<file path="src/rtl/riscv_pkg.sv">
// Shared branch definitions: funct3 encodings, resolver state encoding and
// the flush down-counter width.
package riscv_pkg;

    localparam logic [2:0] F3_BEQ  = 3'b000;
    localparam logic [2:0] F3_BNE  = 3'b001;
    localparam logic [2:0] F3_BLT  = 3'b100;
    localparam logic [2:0] F3_BGE  = 3'b101;
    localparam logic [2:0] F3_BLTU = 3'b110;
    localparam logic [2:0] F3_BGEU = 3'b111;

    // Wide enough for FLUSH_DEPTH-1 with FLUSH_DEPTH up to 4.
    localparam int CNT_W = 3;

    typedef enum logic [1:0] {
        ST_IDLE     = 2'd0,
        ST_REDIRECT = 2'd1,
        ST_FLUSH    = 2'd2
    } br_state_e;

    function automatic logic is_aligned4(input logic [1:0] lsb);
        return lsb == 2'b00;
    endfunction

endpackage

</file>
<file path="src/rtl/branch_resolve_if.sv">
// EX-stage branch bus: the EX side drives operands/condition flags, the
// resolver answers with redirect, flush, exception pulses and counters.
interface branch_resolve_if #(
    parameter int XLEN = 64
);
    logic            ex_valid_i;
    logic            ex_branch_i;
    logic [2:0]      ex_funct3_i;
    logic [XLEN-1:0] ex_pc_i;
    logic [XLEN-1:0] ex_imm_i;
    logic            eq_i;
    logic [XLEN-1:0] slt_i;
    logic [XLEN-1:0] sltu_i;
    logic            stall_i;
    logic            redirect_valid_o;
    logic [XLEN-1:0] redirect_pc_o;
    logic            flush_o;
    logic            misalign_o;
    logic            illegal_o;
    logic [31:0]     branch_cnt_o;
    logic [31:0]     taken_cnt_o;

    modport master (
        output ex_valid_i, ex_branch_i, ex_funct3_i, ex_pc_i, ex_imm_i,
               eq_i, slt_i, sltu_i, stall_i,
        input  redirect_valid_o, redirect_pc_o, flush_o, misalign_o,
               illegal_o, branch_cnt_o, taken_cnt_o
    );

    modport slave (
        input  ex_valid_i, ex_branch_i, ex_funct3_i, ex_pc_i, ex_imm_i,
               eq_i, slt_i, sltu_i, stall_i,
        output redirect_valid_o, redirect_pc_o, flush_o, misalign_o,
               illegal_o, branch_cnt_o, taken_cnt_o
    );
endinterface

</file>
<file path="src/rtl/branch_cond.sv">
// Combinational branch condition: decodes funct3 against comparator flags
// into taken / illegal.
module branch_cond
    import riscv_pkg::*;
(
    input  logic [2:0] i_funct3,
    input  logic       i_eq,
    input  logic       i_slt,
    input  logic       i_sltu,
    output logic       o_taken,
    output logic       o_illegal
);

    // NOTE: every output gets a default before the case so no path can
    // leave it unassigned and infer a latch.
    always_comb begin
        o_taken   = 1'b0;
        o_illegal = 1'b0;
        case (i_funct3)
            F3_BEQ:  o_taken = i_eq;
            F3_BNE:  o_taken = ~i_eq;
            F3_BLT:  o_taken = i_slt;
            F3_BGE:  o_taken = ~i_slt;
            F3_BLTU: o_taken = i_sltu;
            F3_BGEU: o_taken = ~i_sltu;
            default: o_illegal = 1'b1;
        endcase
    end

endmodule

</file>
<file path="src/rtl/branch_resolve.sv">
// Branch resolution in EX: computes the target, issues a one-cycle redirect
// and a FLUSH_DEPTH-cycle flush for taken branches, and counts branches.
module branch_resolve
    import riscv_pkg::*;
#(
    parameter int XLEN        = 64,
    parameter int FLUSH_DEPTH = 2
) (
    input logic             clk,
    input logic             rst_n,
    branch_resolve_if.slave bus
);

    br_state_e        r_state, w_state_n;
    logic [CNT_W-1:0] r_cnt, w_cnt_n;
    logic             r_redirect_valid, w_redirect_valid_n;
    logic [XLEN-1:0]  r_redirect_pc, w_redirect_pc_n;
    logic             r_flush, w_flush_n;
    logic             r_misalign, w_misalign_n;
    logic             r_illegal, w_illegal_n;
    logic [31:0]      r_branch_cnt, w_branch_cnt_n;
    logic [31:0]      r_taken_cnt, w_taken_cnt_n;

    logic             w_taken;
    logic             w_illegal;
    logic             w_accept;
    logic [XLEN-1:0]  w_target;
    logic             w_unused_cmp;

    branch_cond u_cond (
        .i_funct3  (bus.ex_funct3_i),
        .i_eq      (bus.eq_i),
        .i_slt     (bus.slt_i[0]),
        .i_sltu    (bus.sltu_i[0]),
        .o_taken   (w_taken),
        .o_illegal (w_illegal)
    );

    // Comparators deliver full-width results; only the LSB is meaningful.
    assign w_unused_cmp = ^{bus.slt_i[XLEN-1:1], bus.sltu_i[XLEN-1:1]};

    assign w_target = bus.ex_pc_i + bus.ex_imm_i;
    assign w_accept = bus.ex_valid_i & bus.ex_branch_i & (r_state == ST_IDLE);

    always_comb begin
        w_state_n          = r_state;
        w_cnt_n            = r_cnt;
        w_redirect_valid_n = 1'b0;
        w_redirect_pc_n    = r_redirect_pc;
        w_flush_n          = 1'b0;
        w_misalign_n       = 1'b0;
        w_illegal_n        = 1'b0;
        w_branch_cnt_n     = r_branch_cnt;
        w_taken_cnt_n      = r_taken_cnt;
        case (r_state)
            ST_IDLE: begin
                if (w_accept) begin
                    if (w_illegal) begin
                        w_illegal_n = 1'b1;
                    end else begin
                        w_branch_cnt_n = r_branch_cnt + 32'd1;
                        if (w_taken) begin
                            w_taken_cnt_n = r_taken_cnt + 32'd1;
                            if (!is_aligned4(w_target[1:0])) begin
                                w_misalign_n = 1'b1;
                            end else begin
                                w_state_n          = ST_REDIRECT;
                                w_redirect_valid_n = 1'b1;
                                w_redirect_pc_n    = w_target;
                                w_flush_n          = 1'b1;
                            end
                        end
                    end
                end
            end
            ST_REDIRECT: begin
                if (FLUSH_DEPTH > 1) begin
                    w_state_n = ST_FLUSH;
                    w_cnt_n   = CNT_W'(FLUSH_DEPTH - 1);
                    w_flush_n = 1'b1;
                end else begin
                    w_state_n = ST_IDLE;
                end
            end
            ST_FLUSH: begin
                // r_cnt counts the flush cycles still owed, including this one.
                if (r_cnt <= CNT_W'(1)) begin
                    w_state_n = ST_IDLE;
                    w_cnt_n   = '0;
                end else begin
                    w_cnt_n   = r_cnt - CNT_W'(1);
                    w_flush_n = 1'b1;
                end
            end
            default: w_state_n = ST_IDLE;
        endcase
    end

    // A stall is a global enable: every register, pending pulses included,
    // holds until the stall drops.
    always_ff @(posedge clk or negedge rst_n) begin
        if (!rst_n) begin
            r_state          <= ST_IDLE;
            r_cnt            <= '0;
            r_redirect_valid <= 1'b0;
            r_redirect_pc    <= '0;
            r_flush          <= 1'b0;
            r_misalign       <= 1'b0;
            r_illegal        <= 1'b0;
            r_branch_cnt     <= '0;
            r_taken_cnt      <= '0;
        end else if (!bus.stall_i) begin
            r_state          <= w_state_n;
            r_cnt            <= w_cnt_n;
            r_redirect_valid <= w_redirect_valid_n;
            r_redirect_pc    <= w_redirect_pc_n;
            r_flush          <= w_flush_n;
            r_misalign       <= w_misalign_n;
            r_illegal        <= w_illegal_n;
            r_branch_cnt     <= w_branch_cnt_n;
            r_taken_cnt      <= w_taken_cnt_n;
        end
    end

    assign bus.redirect_valid_o = r_redirect_valid;
    assign bus.redirect_pc_o    = r_redirect_pc;
    assign bus.flush_o          = r_flush;
    assign bus.misalign_o       = r_misalign;
    assign bus.illegal_o        = r_illegal;
    assign bus.branch_cnt_o     = r_branch_cnt;
    assign bus.taken_cnt_o      = r_taken_cnt;

endmodule
</file>
<file path="src/flat_wrapper.sv">
// flat-port wrapper written by rule: the top's interface ports become plain ports
module branch_resolve_flat import riscv_pkg::*;
#(
    parameter int XLEN        = 64,
    parameter int FLUSH_DEPTH = 2
)
  (clk, rst_n, bus_ex_valid_i, bus_ex_branch_i, bus_ex_funct3_i, bus_ex_pc_i, bus_ex_imm_i, bus_eq_i, bus_slt_i, bus_sltu_i, bus_stall_i, bus_redirect_valid_o, bus_redirect_pc_o, bus_flush_o, bus_misalign_o, bus_illegal_o, bus_branch_cnt_o, bus_taken_cnt_o);
  branch_resolve_if #(.XLEN(XLEN)) bus_i ();
  input logic clk;
  input logic rst_n;
  input wire logic [$bits(bus_i.ex_valid_i)-1:0] bus_ex_valid_i;
  input wire logic [$bits(bus_i.ex_branch_i)-1:0] bus_ex_branch_i;
  input wire logic [$bits(bus_i.ex_funct3_i)-1:0] bus_ex_funct3_i;
  input wire logic [$bits(bus_i.ex_pc_i)-1:0] bus_ex_pc_i;
  input wire logic [$bits(bus_i.ex_imm_i)-1:0] bus_ex_imm_i;
  input wire logic [$bits(bus_i.eq_i)-1:0] bus_eq_i;
  input wire logic [$bits(bus_i.slt_i)-1:0] bus_slt_i;
  input wire logic [$bits(bus_i.sltu_i)-1:0] bus_sltu_i;
  input wire logic [$bits(bus_i.stall_i)-1:0] bus_stall_i;
  output wire logic [$bits(bus_i.redirect_valid_o)-1:0] bus_redirect_valid_o;
  output wire logic [$bits(bus_i.redirect_pc_o)-1:0] bus_redirect_pc_o;
  output wire logic [$bits(bus_i.flush_o)-1:0] bus_flush_o;
  output wire logic [$bits(bus_i.misalign_o)-1:0] bus_misalign_o;
  output wire logic [$bits(bus_i.illegal_o)-1:0] bus_illegal_o;
  output wire logic [$bits(bus_i.branch_cnt_o)-1:0] bus_branch_cnt_o;
  output wire logic [$bits(bus_i.taken_cnt_o)-1:0] bus_taken_cnt_o;
  assign bus_i.ex_valid_i = bus_ex_valid_i;
  assign bus_i.ex_branch_i = bus_ex_branch_i;
  assign bus_i.ex_funct3_i = bus_ex_funct3_i;
  assign bus_i.ex_pc_i = bus_ex_pc_i;
  assign bus_i.ex_imm_i = bus_ex_imm_i;
  assign bus_i.eq_i = bus_eq_i;
  assign bus_i.slt_i = bus_slt_i;
  assign bus_i.sltu_i = bus_sltu_i;
  assign bus_i.stall_i = bus_stall_i;
  assign bus_redirect_valid_o = bus_i.redirect_valid_o;
  assign bus_redirect_pc_o = bus_i.redirect_pc_o;
  assign bus_flush_o = bus_i.flush_o;
  assign bus_misalign_o = bus_i.misalign_o;
  assign bus_illegal_o = bus_i.illegal_o;
  assign bus_branch_cnt_o = bus_i.branch_cnt_o;
  assign bus_taken_cnt_o = bus_i.taken_cnt_o;
  branch_resolve #(.XLEN(XLEN), .FLUSH_DEPTH(FLUSH_DEPTH)) u_core (.clk(clk), .rst_n(rst_n), .bus(bus_i));
endmodule
</file>
<file path="config.mk">
export PLATFORM = sky130hd
export DESIGN_NAME = branch_resolve_flat
export DESIGN_NICKNAME = d
export VERILOG_FILES = /design/src/rtl/riscv_pkg.sv /design/src/rtl/branch_resolve_if.sv /design/src/rtl/branch_cond.sv /design/src/rtl/branch_resolve.sv /design/src/flat_wrapper.sv
export SDC_FILE = /design/constraint.sdc
export NUM_CORES = 1
export LEC_CHECK = 0
export ABC_AREA = 0
export CAP_MARGIN = 20
export CELL_PAD_IN_SITES_DETAIL_PLACEMENT = 1
export CELL_PAD_IN_SITES_GLOBAL_PLACEMENT = 2
export CORE_MARGIN = 4
export CORE_UTILIZATION = 27
export CTS_BUF_LIST = sky130_fd_sc_hd__clkbuf_8
export CTS_CLUSTER_DIAMETER = 80
export DETAILED_ROUTE_END_ITERATION = 10
export PLACE_DENSITY_LB_ADDON = 0.1
export REMOVE_ABC_BUFFERS = 1
export SYNTH_ARGS = -nofsm -noshare
export SYNTH_HDL_FRONTEND = slang
export SYNTH_SLANG_ARGS = --single-unit
</file>
<file path="constraint.sdc">
create_clock -name clk -period 7.55 [get_ports clk]
set_input_delay 1.51 -clock clk [delete_from_list [all_inputs] [get_ports clk]]
set_output_delay 1.51 -clock clk [all_outputs]
set_load 0.1 [all_outputs]
</file>
==> impl_metrics.tcl, run 1 <==
set metrics [dict create \
    timing.critical_path.cells "clkdlybuf4s50_1 -> ha_1 -> fa_1 -> a21oi_1 -> nor2_1 -> o311a_1 -> o2111ai_1 -> nand2_1 -> a211oi_1 -> o31a_1 -> o311ai_1 -> xnor2_1 -> o21ai_0" \
    ant_nets 0 \
    mostFrequentLayoutCells "269 x clkdlybuf4s50_1, 153 x nand2_1, 137 x dfrtp_1" \
    timing.max_slew.rel_slack 0.278 \
    n_antenna_cell 0 \
    worstSetupEndpointType "flop" \
    place.gp.congestion 0.788 \
    critPathArrivalTime_ns 5.17 \
    seq_area_frac_synth 0.369 \
    synth.avg_cell_area_um2 8.80 \
    synth_flop_cell "dfrtp_1" \
    skew_ns 0.0110 \
    peakVddDrop_v 0.000177 \
    groute.usage.overall 0.167 \
    synth_top_cells_by_area "dfrtp_1 37%, ha_1 9.6%, xnor2_1 7.6%" \
    first_pass_grt_wire_length_um 50800 \
    cts_sinks 137 \
    setup_tns_ns 0 \
    wirelength_um 31600 \
    worstPathRequired_ns 7.86 \
    rsz0062_at_grt "no" \
    worstHoldPathType "flop to flop" \
    worst-setup-path-type "input port to flop" \
    critical_path.max_stage_delay_ns 0.61 \
    final.hold.worst_slack_ns 0.477 \
    post-route-period-util 0.644 \
    synth.distinct_cells 74 \
    drc 0 \
    finalHoldViolCount 0 \
    synthToLayoutAreaGrowth_pct 37.4 \
    clock_insertion_delay_worst_skew_ns 0.46 \
    syn-cell-area_um2 9300 \
    drtPass1Iterations 6 \
    cap_viol_max_count 0 \
    die_area_um2 37500 \
    timing_max_transition_violations_final 0 \
    largest_delay_contributor_family_on_the_critical_path "compound AO/OA/AOI/OAI gates" \
    cts-root-to-sink-buffers 2 \
    max_freq_ghz 0.206 \
    port_buffers 270 \
    wl_per_cell_um 17.9 \
    crit_path_top_delay_cell "a211oi_1" \
    run_status "finished, final reports clean" \
    placeableCoreArea_um2 33800 \
    cts_resized 0 \
    cts_made_buffers 17 \
    yosysWarnings 0 \
    async_flop_share 1.00 \
    post-synth-top-area-fraction 0.369 \
    initial_utilization 0.275 \
    period_minus_slack_ns 4.86 \
    start_kind "input port" \
    dieHeight_um 194 \
    synth-seq-cells 137 \
    drt-initial-drc-count 323 \
    mostFrequentLayoutCell "clkdlybuf4s50_1" \
    crit_buf_inv 1 \
    via_per_inst 4.87 \
    boundaryPins 397 \
    grt.overflow.total 0 \
    synthCells 1056 \
    tritoncts_clock_tree "yes" \
    hpwlAfterDp_um 25100 \
    finalNetCount 1645 \
    critical_path_peak_fanout 3 \
    antenna_violations_before_repair 1 \
    synth_edf_count 0 \
    worst_setup_hold_path_clk_slew_ns 0.08 \
    post_route_cells_drive_above_1_share 0.0416 \
    clock-root-buffer "clkbuf_8" \
    post-cts-setup-buffers 0 \
    synth.largest_area_cell "dfrtp_1" \
    count_of_vias_placed_by_the_detailed_router 8608 \
    p_leak_nw 5.42 \
    floorplan.die.width_um 194 \
    worst_slew_pin_slew_ns 1.08 \
    row_count 67 \
    grt_max_degree 78 \
    via_count_of_the_first_global_routing_pass 9199 \
    power.density_cell_area_nw_per_um2 271 \
    count_of_h_tree_levels_built_during_cts 4 \
    setup-violations-final 0 \
    cts_hold_repair.buffers 0 \
]
## cell families after synthesis
kind of cell | count (synthesis) | share of synthesized area
simple gates | 366 | 0.189
fa+ha+maj | 72 | 0.0977
xor+xnor | 121 | 0.114
flops | 137 | 0.369
compound gates | 286 | 0.186
buf+inv | 69 | 0.0385
mux | 5 | 0.00579
## synth_stat cells, types with 6 or more instances
| master | number |
|---|---|
| o2111ai_1 | 7 |
| o21ai_0 | 100 |
| nand2_1 | 153 |
| inv_1 | 30 |
| ha_1 | 71 |
| o31ai_1 | 6 |
| o21bai_1 | 14 |
| a21o_1 | 15 |
| nor2_1 | 54 |
| a21oi_1 | 89 |
| clkbuf_1 | 21 |
| and3_1 | 13 |
| nor2b_1 | 13 |
| and2_1 | 9 |
| a31oi_1 | 6 |
| nand3_1 | 44 |
| nor3_1 | 13 |
| xor2_1 | 40 |
| xnor2_1 | 81 |
| and4_1 | 9 |
| dfrtp_1 | 137 |
| o21a_1 | 9 |
| nand4_1 | 28 |
## through the flow
stage | std cells | worst slack (ns) | utilization | power (mW) | instance area [um2]
floorplan | 1017 | 3.49 | - | 2.28 | 9050
global placement | 1737 | 2.14 | 0.365 | 2.81 | 12300
detailed placement | 1737 | 2.10 | 0.365 | 2.82 | 12300
CTS | 1769 | 2.63 | 0.378 | 3.52 | 12800
global route | 1769 | 2.41 | 0.378 | 3.65 | 12800
finish | 1769 | 2.69 | 0.378 | 3.46 | 12800
## cell type report
class | instances | area (um2)
Timing Repair Buffer | 272 | 2720
Fill cell | 3958 | 21000
Clock inverter | 8 | 108
Multi-Input combinational cell | 850 | 5520
Tap cell | 448 | 561
Sequential cell | 137 | 3430
Clock buffer | 24 | 330
Inverter | 30 | 113
## where the power goes
group / internal (mW) / switching, mW / leakage (nW)
clock network: 0.358 / 0.312 / 0.222
logic: 0.472 / 1.36 / 3.35
registers: 0.864 / 0.0894 / 1.85
## flip-flops by register name (all words and copies together) (netlist names)
signal and flops:
u_core.bus.misalign_o 1, u_core.bus.redirect_valid_o 1, u_core.bus.flush_o 1, u_core.r_state 2, u_core.bus.illegal_o 1, u_core.bus.branch_cnt_o 32, u_core.bus.taken_cnt_o 32, u_core.r_cnt 3
u_core.bus.redirect_pc_o 64
## routing by layer
| metal | track usage | share of wire |
|---|---|---|
| met5 | 0 | 0.00035 |
| met4 | 0.0448 | 0.016 |
| met3 | 0.0287 | 0.033 |
| met2 | 0.281 | 0.48 |
| met1 | 0.222 | 0.47 |
## path summary, 6_finish.rpt
| path | cells past startpoint | start | slack (ns) | to |
|---|---|---|---|---|
| worst max-delay path | 13 | bus_ex_imm_i[0] | 2.69 | u_core.bus.redirect_pc_o[60]$_DFFE_PN0P_ |
| worst min-delay path | 1 | u_core.bus.taken_cnt_o[31]$_DFFE_PN0P_ | 0.48 | u_core.bus.taken_cnt_o[31]$_DFFE_PN0P_ |
| worst max register to register | 11 | u_core.r_state[1]$_DFFE_PN0P_ | 4.14 | u_core.bus.taken_cnt_o[30]$_DFFE_PN0P_ |
| worst min register to register | 1 | u_core.bus.taken_cnt_o[31]$_DFFE_PN0P_ | 0.48 | u_core.bus.taken_cnt_o[31]$_DFFE_PN0P_ |
| max in group asynchronous | 2 | rst_n | 5.03 | u_core.bus.taken_cnt_o[27]$_DFFE_PN0P_ |
| min in group asynchronous | 1 | rst_n | 1.10 | u_core.bus.taken_cnt_o[26]$_DFFE_PN0P_ |
(Power assumes the default switching activity.)
==> run 2: changes to the inputs <==
--- a/config.mk
+++ b/config.mk
@@ -10,7 +10,7 @@
 export CELL_PAD_IN_SITES_DETAIL_PLACEMENT = 1
 export CELL_PAD_IN_SITES_GLOBAL_PLACEMENT = 2
 export CORE_MARGIN = 4
-export CORE_UTILIZATION = 27
+export CORE_UTILIZATION = 25
 export CTS_BUF_LIST = sky130_fd_sc_hd__clkbuf_8
 export CTS_CLUSTER_DIAMETER = 80
 export DETAILED_ROUTE_END_ITERATION = 10
==> constraint.sdc (replaced) <==
create_clock -name clk -period 4.6 [get_ports clk]
set_input_delay 0.92 -clock clk [delete_from_list [all_inputs] [get_ports clk]]
set_output_delay 0.92 -clock clk [all_outputs]
set_load 0.1 [all_outputs]
==> run 2 against run 1 <==
- utilization fell by 2.6 points
- sequential share of layout area down 0.27 points
- first-iteration DRC count up 12%
- clock power rose by 55%
- clock skew grew 0.0075 ns
- via count increased by 0.85%
==> impl_metrics.tcl, run 2 (synthesis gave the netlist of run 1 again) <==
set metrics [dict create \
    layout.filler_cells 4334 \
    worstHoldPathType "input port to async pin" \
    worstPathRequired_ns 4.99 \
    timing.max_slew.rel_slack 0.265 \
    port_buffers 270 \
    finalNetCount 1664 \
    cts_sinks 137 \
    die_area_um2 40300 \
    wl_per_cell_um 18.1 \
    max_freq_ghz 0.256 \
    total_power_mw 5.65 \
    cell_with_the_most_instances_on_the_worst_path "buf_4" \
    antenna_violations_before_repair 0 \
    peakVddDrop_v 0.000255 \
    cts-root-to-sink-buffers 2 \
    place_worst_setup_slack_ns 0.165 \
    cts_made_buffers 17 \
    row_count 70 \
    r2r.worst_path.cells 11 \
    via_count_of_the_first_global_routing_pass 9393 \
    p_leak_nw 5.49 \
    place.gp.congestion 0.788 \
    grt_max_degree 82 \
    clock-root-buffer "clkbuf_8" \
    synthToLayoutAreaGrowth_pct 38.8 \
    critical_path.max_stage_delay_ns 0.41 \
    critical_path.reg2reg.startpoint "u_core.r_state[0]$_DFFE_PN0P_" \
    drc 0 \
    grt.overflow.total 0 \
    final.hold.worst_slack_ns 0.463 \
    largest_register_ffs 64 \
    worst-setup-path-type "input port to flop" \
    first_pass_grt_wire_length_um 52500 \
    timing_max_transition_violations_final 0 \
    cts_resized 0 \
    boundaryPins 397 \
    run_status "finished, final reports clean" \
    count_of_vias_placed_by_the_detailed_router 8681 \
    hpwlAfterDp_um 26300 \
    post-cts-setup-buffers 0 \
    critical_path_peak_fanout 3 \
    start_kind "input port" \
    drtPass1Iterations 4 \
    count_of_h_tree_levels_built_during_cts 4 \
    via_per_inst 4.80 \
    crit_end "u_core.bus.redirect_pc_o[60]$_DFFE_PN0P_" \
    period_minus_slack_ns 3.91 \
    crit_buf_inv 3 \
    critPathArrivalTime_ns 4.30 \
    post-route-period-util 0.850 \
    post_route_cells_drive_above_1_share 0.0552 \
    setup_tns_ns 0 \
    largest_delay_contributor_family_on_the_critical_path "compound AO/OA/AOI/OAI gates" \
    skew_ns 0.0186 \
    wirelength_um 32700 \
    crit_path_top_delay_cell "clkdlybuf4s50_1" \
    floorplan.die.width_um 201 \
    cap_viol_max_count 0 \
    worst_setup_hold_path_clk_slew_ns 0.10 \
    tritoncts_clock_tree "yes" \
    ant_nets 0 \
    endpoint_of_the_worst_slack_reg_to_reg_timing_path "u_core.bus.branch_cnt_o[31]$_DFFE_PN0P_" \
    final_core_util 0.353 \
    placeableCoreArea_um2 36600 \
    worstSetupStartpoint "bus_ex_imm_i[0]" \
    worst-r2r-setup-slack_ns 1.41 \
    groute.usage.overall 0.161 \
    dieHeight_um 201 \
    clock_insertion_delay_worst_skew_ns 0.48 \
    cts_hold_repair.buffers 0 \
    finalHoldViolCount 0 \
    mostFrequentLayoutCells "269 x clkdlybuf4s50_1, 153 x nand2_1, 137 x dfrtp_1" \
    mostFrequentLayoutCell "clkdlybuf4s50_1" \
    worst-path-stages 15 \
    worst_slew_pin_slew_ns 1.10 \
    drt-initial-drc-count 361 \
    rsz0062_at_grt "no" \
    timing.critical_path.cells "clkdlybuf4s50_1 -> ha_1 -> fa_1 -> a21oi_1 -> nor2_1 -> o311a_1 -> o2111ai_1 -> buf_4 -> nand2_1 -> a211oi_1 -> buf_4 -> o31a_1 -> o311ai_1 -> xnor2_1 -> o21ai_0" \
    n_antenna_cell 0 \
    initial_utilization 0.254 \
    setup-violations-final 0 \
    worstSetupEndpointType "flop" \
    timing.final.ws_setup_ns 0.688 \
    power.density_cell_area_nw_per_um2 438 \
]
==> run 2: cell count changes in the layout (fill, tap and decap cells not counted), sizes merged <==
cell      before  now
buf            3   22
clkbuf        24   20
clkinvlp       1    4
inv           31   33
bufinv         2    1
==> run 2: layer usage <==
metal / part of all wire / track usage
met1: 0.48 / 0.216
met5: 0 / 0
met2: 0.47 / 0.267
met3: 0.030 / 0.0317
met4: 0.016 / 0.0413
==> run 2: worst min path at each step <==
stage | from | to | slack (ns) | depth (start not counted)
after floorplan | u_core.r_cnt[2]$_DFFE_PN0P_ | u_core.r_cnt[2]$_DFFE_PN0P_ | 0.47 | 1
after global placement | u_core.bus.taken_cnt_o[31]$_DFFE_PN0P_ | u_core.bus.taken_cnt_o[31]$_DFFE_PN0P_ | 0.46 | 1
after detailed placement | u_core.bus.taken_cnt_o[31]$_DFFE_PN0P_ | u_core.bus.taken_cnt_o[31]$_DFFE_PN0P_ | 0.47 | 1
after CTS | rst_n | u_core.bus.taken_cnt_o[29]$_DFFE_PN0P_ | 0.48 | 1
after global routing | u_core.bus.taken_cnt_o[31]$_DFFE_PN0P_ | u_core.bus.taken_cnt_o[31]$_DFFE_PN0P_ | 0.50 | 1
final | rst_n | u_core.bus.taken_cnt_o[29]$_DFFE_PN0P_ | 0.46 | 1
==> run 2: report_power, final <==
part	internal (mW)	switching, mW
registers	1.42	0.151
logic	0.791	2.25
clock network	0.475	0.568
==> run 2: worst register-to-register path, cell delays in order, from the launching register on <==
cell and delay [ns]:
dfrtp_1 0.44, inv_1 0.10, ha_1 0.21, inv_1 0.11, nor4_4 0.53, and4_1 0.37
nor2b_1 0.25, and2_1 0.25, nor2b_1 0.32, nand2_1 0.17, nor3_1 0.20, xor2_1 0.16
==> run 2: final cells by class <==
class                   instances  area [um2]  area share
multi-input cells             850        5520       0.427
flip-flops and latches        137        3430       0.266
repair buffers                291        2870       0.223
well taps                     468         586      0.0454
clock buffers                  20         275      0.0213
clock inverters                12         114     0.00882
inverters                      30         113     0.00873
==> run 2: through the flow <==
stage                     std cells  instance area (um2)
after floorplan                1017                 9050
after detailed placement       1776                12500
after global placement         1776                12500
final                          1808                12900
after global routing           1808                12900
after CTS                      1808                12900
==> run 3: changes to the inputs <==
--- a/config.mk
+++ b/config.mk
@@ -5,12 +5,12 @@
 export SDC_FILE = /design/constraint.sdc
 export NUM_CORES = 1
 export LEC_CHECK = 0
-export ABC_AREA = 0
+export ABC_AREA = 1
 export CAP_MARGIN = 20
 export CELL_PAD_IN_SITES_DETAIL_PLACEMENT = 1
 export CELL_PAD_IN_SITES_GLOBAL_PLACEMENT = 2
 export CORE_MARGIN = 4
-export CORE_UTILIZATION = 25
+export CORE_UTILIZATION = 24
 export CTS_BUF_LIST = sky130_fd_sc_hd__clkbuf_8
 export CTS_CLUSTER_DIAMETER = 80
 export DETAILED_ROUTE_END_ITERATION = 10
==> run 3 against run 2 <==
- critical path depth down 5
- flip-flop and latch count unchanged
- critical path type unchanged
- fmax is 19% higher
- worst setup slack better by 0.62 ns
- largest cell class unchanged
- sequential power up 6%
- critical endpoint is now u_core.bus.redirect_pc_o[6]$_DFFE_PN0P_
==> impl_metrics.tcl, run 3 <==
set metrics [dict create \
    place_worst_setup_slack_ns 0.700 \
    post-route-period-util 0.715 \
    timing_max_transition_violations_final 0 \
    setup_tns_ns 0 \
    synthCells 1961 \
    synth_fa_ha_area_frac 0.0757 \
    mostFrequentLayoutCells "808 x nand2_1, 370 x inv_1, 269 x clkdlybuf4s50_1" \
    wl_per_cell_um 16.7 \
    via_count_of_the_first_global_routing_pass 13469 \
    post_synth_xor_area_fraction 0.0620 \
    port_buffers 270 \
    cts-root-to-sink-buffers 2 \
    count_of_h_tree_levels_built_during_cts 4 \
    critical_path_peak_fanout 75 \
    switching_fraction_of_total_power 0.571 \
    synth_top_family_by_area "simple AND/OR/NAND/NOR gates" \
    worst-setup-path-type "input port to flop" \
    setup-violations-final 0 \
    clock-root-buffer "clkbuf_8" \
    total_power_mw 6.45 \
    post-cts-setup-buffers 0 \
    max_freq_ghz 0.304 \
    p_leak_nw 8.44 \
    worst_setup_hold_path_clk_slew_ns 0.08 \
    hpwlAfterDp_um 40900 \
    dieHeight_um 232 \
    synth.avg_cell_area_um2 6.12 \
    placeableCoreArea_um2 49200 \
    worstSetupEndpointType "flop" \
    mostFrequentLayoutCell "nand2_1" \
    synth.distinct_cells 37 \
    synth-seq-cells 137 \
    run_status "finished, final reports clean" \
    groute.usage.overall 0.184 \
    switching_power_mw 3.68 \
    grt.overflow.total 0 \
    skew_ns 0.0201 \
    peakVddDrop_v 0.000338 \
    cts_resized 0 \
    grt_max_degree 77 \
    drtPass1Iterations 5 \
    synth_edf_count 0 \
    count_of_vias_placed_by_the_detailed_router 12696 \
    synthToLayoutAreaGrowth_pct 31.6 \
    synth_commonest_cells "808 x nand2_1, 367 x inv_1, 168 x nor2_1" \
    place.gp.congestion 0.873 \
    boundaryPins 397 \
    post-synth-top-area-fraction 0.286 \
    start_kind "input port" \
    timing.max_slew.rel_slack 0.261 \
    final.hold.worst_slack_ns 0.340 \
    fin_area_um2 15800 \
    ant_nets 0 \
    worstPathRequired_ns 5.00 \
    internal_power_mw 2.77 \
    cts_hold_repair.buffers 0 \
    first_pass_grt_wire_length_um 75800 \
    yosysWarnings 0 \
    synth.largest_area_cell "dfrtp_1" \
    worstHoldPathType "input port to async pin" \
    finalNetCount 2574 \
    async_flop_share 1.00 \
    timing.final.ws_setup_ns 1.31 \
    synth_flop_cell "dfrtp_1" \
    yosys.cell_count.top_type "nand2_1" \
    wirelength_um 48500 \
    seq_area_frac_synth 0.286 \
    synth.area.mux_share 0 \
    floorplan.die.width_um 232 \
    cts_sinks 137 \
    combinationalPowerShare 0.590 \
    die_area_um2 53700 \
    power.clock.fraction 0.152 \
    antenna_violations_before_repair 0 \
    power.density_cell_area_nw_per_um2 408 \
    via_per_inst 4.36 \
    worst-r2r-setup-slack_ns 2.06 \
    initial_utilization 0.244 \
    rsz0062_at_grt "no" \
    sequentialPowerShare 0.258 \
    period_minus_slack_ns 3.29 \
    syn-cell-area_um2 12000 \
    worst_slew_pin_slew_ns 1.10 \
    cap_viol_max_count 0 \
    synth_simple_gate_area_frac 0.406 \
    largest_register_ffs 64 \
    clock_insertion_delay_worst_skew_ns 0.54 \
    row_count 81 \
    synth-compound-area-share 0.0422 \
    drc 0 \
    critPathArrivalTime_ns 3.69 \
    n_antenna_cell 0 \
    synth_top_cells_by_area "dfrtp_1 29%, nand2_1 25%, inv_1 11%" \
    drt-initial-drc-count 425 \
    post_route_cells_drive_above_1_share 0.0289 \
    tritoncts_clock_tree "yes" \
    finalHoldViolCount 0 \
    cts_made_buffers 17 \
    placement.cell_area_um2 15500 \
]
==> run 3: changes by cell type after synthesis, moves of 18 or more <==
| cell | delta |
|---|---|
| inv_1 | +337 |
| nand2_1 | +655 |
| xnor2_1 | -26 |
| nand3_1 | +67 |
| nor2_1 | +114 |
| o21ai_0 | -77 |
| o21ai_1 | +18 |
| clkbuf_1 | -18 |
| a21oi_1 | -49 |
==> run 3: critical path, stage by stage <==
cell and delay [ns]:
clkdlybuf4s50_1 0.46, ha_1 0.22, fa_1 0.43, nor2_1 0.43, nand4_2 0.22, nor2_4 0.15
clkinv_2 0.29, buf_12 0.31, nand2_1 0.11, o21ai_0 0.08
==> run 3: per-stage QoR <==
step | utilization | cells
6_report | 0.321 | 2914
2_1_floorplan | - | 1943
4_1_cts | 0.321 | 2914
3_5_place_dp | 0.315 | 2882
3_3_place_gp | 0.315 | 2882
5_1_grt | 0.321 | 2914
==> run 3: path summary, 6_finish.rpt <==
kind                                                         start                                        to  cells past startpoint
hold reg to reg            u_core.bus.redirect_pc_o[0]$_DFFE_PN0P_   u_core.bus.redirect_pc_o[0]$_DFFE_PN0P_                      2
max in group asynchronous                                    rst_n  u_core.bus.redirect_pc_o[48]$_DFFE_PN0P_                      2
min in group clk           u_core.bus.redirect_pc_o[0]$_DFFE_PN0P_   u_core.bus.redirect_pc_o[0]$_DFFE_PN0P_                      2
hold / removal                                               rst_n    u_core.bus.taken_cnt_o[27]$_DFFE_PN0P_                      1
setup / recovery                                   bus_ex_imm_i[0]   u_core.bus.redirect_pc_o[6]$_DFFE_PN0P_                     10
setup reg to reg                     u_core.r_state[0]$_DFFE_PN0P_    u_core.bus.taken_cnt_o[21]$_DFFE_PN0P_                     11
==> run 3: metal layers <==
layer / wire, um / track usage / up-vias
met5: 0 / 0 / -
met4: 618 / 0.0417 / 0
met3: 1690 / 0.0333 / 28
met2: 23400 / 0.317 / 185
met1: 22800 / 0.239 / 5991
li1: - / - / 6492
==> run 3: final cells by class <==
type,instances,area (um2)
sequential,137,3430
clock buffer,17,234
multi-input combinational,1434,7040
clock inverter,15,106
fill,6384,33400
tap,664,831
timing repair buffer,275,2770
inverter,372,1400
==> run 3: kinds of logic after synthesis <==
logic type	count (synthesis)
AO/OA/AOI/OAI	94
adder cells (fa/ha/maj)	72
AND/OR/NAND/NOR	1183
flip-flops	137
XOR/XNOR	85
buffers and inverters	390
==> run 3: power by group through the flow <==
stage	logic (mW)	clock network [mW]	registers (mW)
detailed placement	3.84	0	1.69
global route	4.04	1.10	1.71
finish	3.80	0.979	1.67
floorplan	0.868	0	3.52
CTS	3.85	1.05	1.67
global placement	3.81	0	1.69
